### config.mk
export PLATFORM = sky130hd
export DESIGN_NAME = inv_mix_columns_seq
export DESIGN_NICKNAME = d
export VERILOG_FILES = /design/src/rtl/inv_mix_columns_seq.sv
export SDC_FILE = /design/constraint.sdc
export NUM_CORES = 1
export LEC_CHECK = 0
export CAP_MARGIN = 20
export CORE_ASPECT_RATIO = 0.9
export CORE_MARGIN = 4
export CORE_UTILIZATION = 45
export CTS_CLUSTER_DIAMETER = 50
export CTS_CLUSTER_SIZE = 14
export DETAILED_ROUTE_END_ITERATION = 6
export HOLD_SLACK_MARGIN = 0.15
export PLACE_DENSITY = 0.7
export SKIP_LAST_GASP = 1
export SLEW_MARGIN = 20
export SYNTH_ARGS = -nofsm -noshare
export SYNTH_HDL_FRONTEND = slang
export SYNTH_SLANG_ARGS = --single-unit
### constraint.sdc
create_clock -name clk -period 11.01 [get_ports clk]
set_input_delay 1.6515 -clock clk [delete_from_list [all_inputs] [get_ports clk]]
set_output_delay 1.6515 -clock clk [all_outputs]
set_load 0.005 [all_outputs]
### src/rtl/inv_mix_columns_seq.sv
// -----------------------------------------------------------------------------
// inv_mix_columns_seq
//
// Sequential InvMixColumns stage of the AES-128 decryption datapath. A 128-bit
// state is captured into an internal buffer, then COLS_PER_CYCLE columns are
// replaced in place each clock by their product with the inverse MixColumns
// matrix [0e 0b 0d 09] over GF(2^8) (reduction polynomial 0x11b). When all four
// columns are done the buffer is presented on state_o until downstream takes it.
//
// Ports
//   clk        rising-edge clock
//   rst        asynchronous reset, active-high
//   in_valid   state_i carries a state to transform
//   in_ready   block can accept a state (high exactly while idle)
//   state_i    input state; column c = bits [127-32c -: 32], row 0 is the MSB byte
//   out_valid  state_o holds a finished result
//   out_ready  downstream accepts state_o
//   state_o    result state, same layout as state_i (don't-care while !out_valid)
//
// Parameter
//   COLS_PER_CYCLE  columns transformed per clock: 1, 2 or 4.
//                   Latency accept->out_valid is 4/COLS_PER_CYCLE cycles.
// -----------------------------------------------------------------------------
module inv_mix_columns_seq #(
    parameter int COLS_PER_CYCLE = 1
) (
    input  logic         clk,
    input  logic         rst,
    input  logic         in_valid,
    output logic         in_ready,
    input  logic [127:0] state_i,
    output logic         out_valid,
    input  logic         out_ready,
    output logic [127:0] state_o
);

    generate
        if (COLS_PER_CYCLE != 1 && COLS_PER_CYCLE != 2 && COLS_PER_CYCLE != 4) begin : g_bad_cols
            $error("inv_mix_columns_seq: COLS_PER_CYCLE must be 1, 2 or 4");
        end
    endgenerate

    typedef enum logic [1:0] {
        IDLE,
        CALC,
        DONE
    } fsm_t;

    // Column counter step; for COLS_PER_CYCLE=4 this is 0 and col stays at 0.
    localparam logic [1:0] COL_STEP = 2'(COLS_PER_CYCLE);

    fsm_t         fsm;
    logic [1:0]   col;
    logic [127:0] buffer;
    logic [127:0] buffer_mixed;
    logic         last_group;

    // Multiply by x in GF(2^8), reducing by 0x11b.
    function automatic logic [7:0] xtime(input logic [7:0] x);
        return {x[6:0], 1'b0} ^ (x[7] ? 8'h1b : 8'h00);
    endfunction

    // One column times [0e 0b 0d 09], each row rotated right by one byte.
    function automatic logic [31:0] inv_mix_col(input logic [31:0] c);
        logic [7:0] a  [4];
        logic [7:0] m9 [4];
        logic [7:0] mb [4];
        logic [7:0] md [4];
        logic [7:0] me [4];
        logic [7:0] x2, x4, x8;
        for (int r = 0; r < 4; r++) begin
            a[r]  = c[31-8*r -: 8];
            x2    = xtime(a[r]);
            x4    = xtime(x2);
            x8    = xtime(x4);
            m9[r] = x8 ^ a[r];
            mb[r] = x8 ^ x2 ^ a[r];
            md[r] = x8 ^ x4 ^ a[r];
            me[r] = x8 ^ x4 ^ x2;
        end
        return {me[0] ^ mb[1] ^ md[2] ^ m9[3],
                m9[0] ^ me[1] ^ mb[2] ^ md[3],
                md[0] ^ m9[1] ^ me[2] ^ mb[3],
                mb[0] ^ md[1] ^ m9[2] ^ me[3]};
    endfunction

    // Buffer with the current column group already mixed; written back in CALC.
    always_comb begin
        // NOTE: every always_comb output gets a full default first so no path
        // leaves it unassigned (which would infer a latch).
        buffer_mixed = buffer;
        for (int c = 0; c < 4; c++) begin
            if (c >= int'(col) && c < int'(col) + COLS_PER_CYCLE) begin
                buffer_mixed[127-32*c -: 32] = inv_mix_col(buffer[127-32*c -: 32]);
            end
        end
    end

    assign last_group = (int'(col) + COLS_PER_CYCLE == 4);

    // NOTE: sequential state is updated with non-blocking assignments only, so
    // every register samples pre-edge values regardless of statement order.
    always_ff @(posedge clk or posedge rst) begin
        if (rst) begin
            fsm       <= IDLE;
            col       <= '0;
            // NOTE: the data buffer is reset too, because it drives state_o
            // directly and state_o must read zero while in reset.
            buffer    <= '0;
            out_valid <= 1'b0;
        end else begin
            case (fsm)
                IDLE: begin
                    if (in_valid) begin
                        buffer <= state_i;
                        col    <= '0;
                        fsm    <= CALC;
                    end
                end
                CALC: begin
                    buffer <= buffer_mixed;
                    col    <= col + COL_STEP;
                    if (last_group) begin
                        fsm       <= DONE;
                        out_valid <= 1'b1;
                    end
                end
                DONE: begin
                    if (out_ready) begin
                        fsm       <= IDLE;
                        out_valid <= 1'b0;
                    end
                end
                default: begin
                    fsm       <= IDLE;
                    out_valid <= 1'b0;
                end
            endcase
        end
    end

    assign in_ready = (fsm == IDLE);
    assign state_o  = buffer;

endmodule

==> results.sh <==
export IMPL_grt_pass1_wl_mm=67.95
export IMPL_grt_usage=0.2385
export IMPL_vias=11201
export IMPL_firstDrtPassIters=5
export IMPL_synthCells=1540
export IMPL_maxSlewHeadroom=0.3167
export IMPL_clk_pin_slew_worst_paths_ns=0.06
export IMPL_syn_avg_cell_area_um2=9.655
export IMPL_diodes=0
export IMPL_via_per_inst=5.311
export IMPL_layout_min_cycle_time_ns=3.522
export IMPL_cts_setup_buffers=0
export IMPL_synth_cell_types=41
export IMPL_worstSetupStartpointType="register"
export IMPL_final_cell_mix="450 x xnor2_1, 261 x clkdlybuf4s50_1, 185 x nand2_1, 133 x dfrtp_1, 122 x xor2_1"
export IMPL_port_buffers=261
export IMPL_cts_sinks=133
export IMPL_io_pins=262
export IMPL_clk_path_buf_depth=2
export IMPL_netlist_area_um2=14870
export IMPL_post_cts_resized=0
export IMPL_insertion_delay_ns=0.44
export IMPL_ant_nets=0
export IMPL_dieArea_um2=36020
export IMPL_cts_hold_buf=0
export IMPL_globalplace_congestion=0.9235
export IMPL_die_h_um=180.5
export IMPL_die_w_um=199.6
export IMPL_maxCapViolCount=0
export IMPL_yosysSeqAreaShare=0.2238
export IMPL_maxSlewViolCount=0
export IMPL_hold_viol_final=0
export IMPL_dp_hpwl_mm=32.02
export IMPL_nNetsFinal=1817
export IMPL_fp_row_count=62
export IMPL_dr_first_iter_drc_count=683
export IMPL_end_kind="output port"
export IMPL_fin_crit_sh=0.3199
export IMPL_yosysWarnings=0
export IMPL_worst_hold_path_type="reg2reg"
export IMPL_holdWs_ns=0.5248
export IMPL_syn_num_nets=1677
export IMPL_crit_required_ns=9.36
export IMPL_rsz0062_at_grt="false"
export IMPL_grt_antenna_before_repair=0
export IMPL_critical_path_class="reg2out"
export IMPL_grt_pass1_vias=11486
export IMPL_wire_per_inst_um=20.34
export IMPL_worst_slew_pin_slew_ns=1.025
export IMPL_ys_ff_latch=133
export IMPL_status="completed"
export IMPL_fmax_mhz=283.9
export IMPL_drc=0
export IMPL_htree_num_levels=4
export IMPL_slowest_delay_ns=0.81
export IMPL_cts_tree="yes"
export IMPL_syn2layout_area_growth_pct=21.60
export IMPL_cts_buffers=17
export IMPL_final_common_cell="xnor2_1"
export IMPL_cp_max_fo=14
export IMPL_setup_violations=0
export IMPL_start_util=0.4608
export IMPL_drive_above_1_share=0.03780
export IMPL_critPathSlowestCell="dfrtp_1"
export IMPL_grt_max_degree=100
export IMPL_cp_arrival_ns=1.87
export IMPL_core_area_um2=32270
export IMPL_finClkSkew_ns=0.007043
export IMPL_wl_mm=42.90
export IMPL_crit_chain="nor2_1, clkdlybuf4s50_1"
export IMPL_grt_ovfl_total=0
export IMPL_final_setup_tns_ns=0
export IMPL_root_buffer="clkbuf_16"
logic make-up after synthesis:
logic type,Yosys count,synth area share
xor+xnor,721,0.5608
simple gates,328,0.08650
compound gates,199,0.07742
buf+inv,152,0.04569
flops,133,0.2238
fa+ha+maj,5,0.004207
mux,2,0.001515
synth_stat cells:
| cell type | number | area share |
|---|---|---|
| a21o_1 | 2 | 0.0010 |
| a21oi_1 | 91 | 0.031 |
| a221o_1 | 1 | 0.00067 |
| a22o_1 | 1 | 0.00059 |
| a31oi_1 | 69 | 0.029 |
| and3_1 | 3 | 0.0013 |
| buf_1 | 8 | 0.0020 |
| buf_2 | 45 | 0.015 |
| buf_4 | 6 | 0.0030 |
| buf_6 | 3 | 0.0023 |
| clkbuf_1 | 83 | 0.021 |
| clkbuf_2 | 1 | 0.00034 |
| clkdlybuf4s15_1 | 1 | 0.00067 |
| dfrtp_1 | 133 | 0.22 |
| ha_1 | 5 | 0.0042 |
| inv_1 | 5 | 0.0013 |
| mux2_2 | 2 | 0.0015 |
| nand2_1 | 185 | 0.047 |
| nand2b_1 | 3 | 0.0013 |
| nand3_1 | 6 | 0.0020 |
| nand3b_1 | 3 | 0.0015 |
| nand4_1 | 1 | 0.00042 |
| nor2_1 | 121 | 0.031 |
| nor2b_1 | 2 | 0.00084 |
| nor4_1 | 1 | 0.00042 |
| o211ai_1 | 6 | 0.0030 |
| o21a_1 | 12 | 0.0061 |
| o21ai_0 | 14 | 0.0047 |
| o21bai_1 | 1 | 0.00051 |
| o221ai_1 | 2 | 0.0012 |
| or2_2 | 1 | 0.00042 |
| or3_1 | 1 | 0.00042 |
| or4b_2 | 1 | 0.00067 |
| xnor2_1 | 450 | 0.27 |
| xnor2_2 | 9 | 0.0098 |
| xnor3_1 | 112 | 0.17 |
| xnor3_2 | 4 | 0.0064 |
| xor2_1 | 122 | 0.072 |
| xor2_2 | 1 | 0.0011 |
| xor3_1 | 21 | 0.034 |
| xor3_2 | 2 | 0.0034 |
path summary, 6_finish.rpt:
| check | from | to | slack (ns) | depth (start not counted) |
|---|---|---|---|---|
| setup / recovery | fsm[1] | in_ready | 7.49 | 2 |
| hold reg to reg | out_valid | out_valid | 0.52 | 2 |
| hold / removal | out_valid | out_valid | 0.52 | 2 |
| setup reg to reg | fsm[1] | state_o[125] | 7.94 | 4 |
| max in group asynchronous | rst | state_o[21] | 7.92 | 3 |
| min in group asynchronous | rst | state_o[95] | 1.70 | 2 |
per-stage QoR:
step / area (µm²) / utilization / setup WS (ns) / instances
3_3_place_gp: 17450 / 0.5408 / 7.101 / 2076
5_1_grt: 18080 / 0.5603 / 7.391 / 2109
4_1_cts: 18050 / 0.5594 / 7.448 / 2108
6_report: 18080 / 0.5603 / 7.488 / 2109
2_1_floorplan: 14870 / - / 5.804 / 1540
3_5_place_dp: 17450 / 0.5408 / 7.078 / 2076
layout make-up:
| class | instances | area [µm²] |
|---|---|---|
| well taps | 416 | 520.5 |
| inverters | 5 | 23.77 |
| multi-input cells | 1255 | 10920 |
| flip-flops and latches | 133 | 3328 |
| repair buffers | 268 | 2685 |
| clock buffers | 22 | 474.2 |
| fillers | 2870 | 14190 |
| clock inverters | 10 | 127.6 |
registers in the layout, indices dropped and copies added, names as in the netlist:
signal / flops
out_valid: 1
col: 2
fsm: 2
state_o: 128
critical path, delay by kind of cell (launching register included):
family | cells | cell delay (ns)
buffers and inverters | 1 | 0.50
DFF | 1 | 0.81
and+or+nand+nor | 1 | 0.11
layer usage:
metal  wire (µm)  track usage  up-vias
met3        2576      0.04094       49
met1       19500       0.3386     5514
met5           0            0        -
met4         616      0.05026        0
met2       20210       0.3848      397
li1            -            -     5241
Power is left out: the tool's default activity adds up to more than one toggle a clock period on the data nets, which glitch-free logic cannot reach.
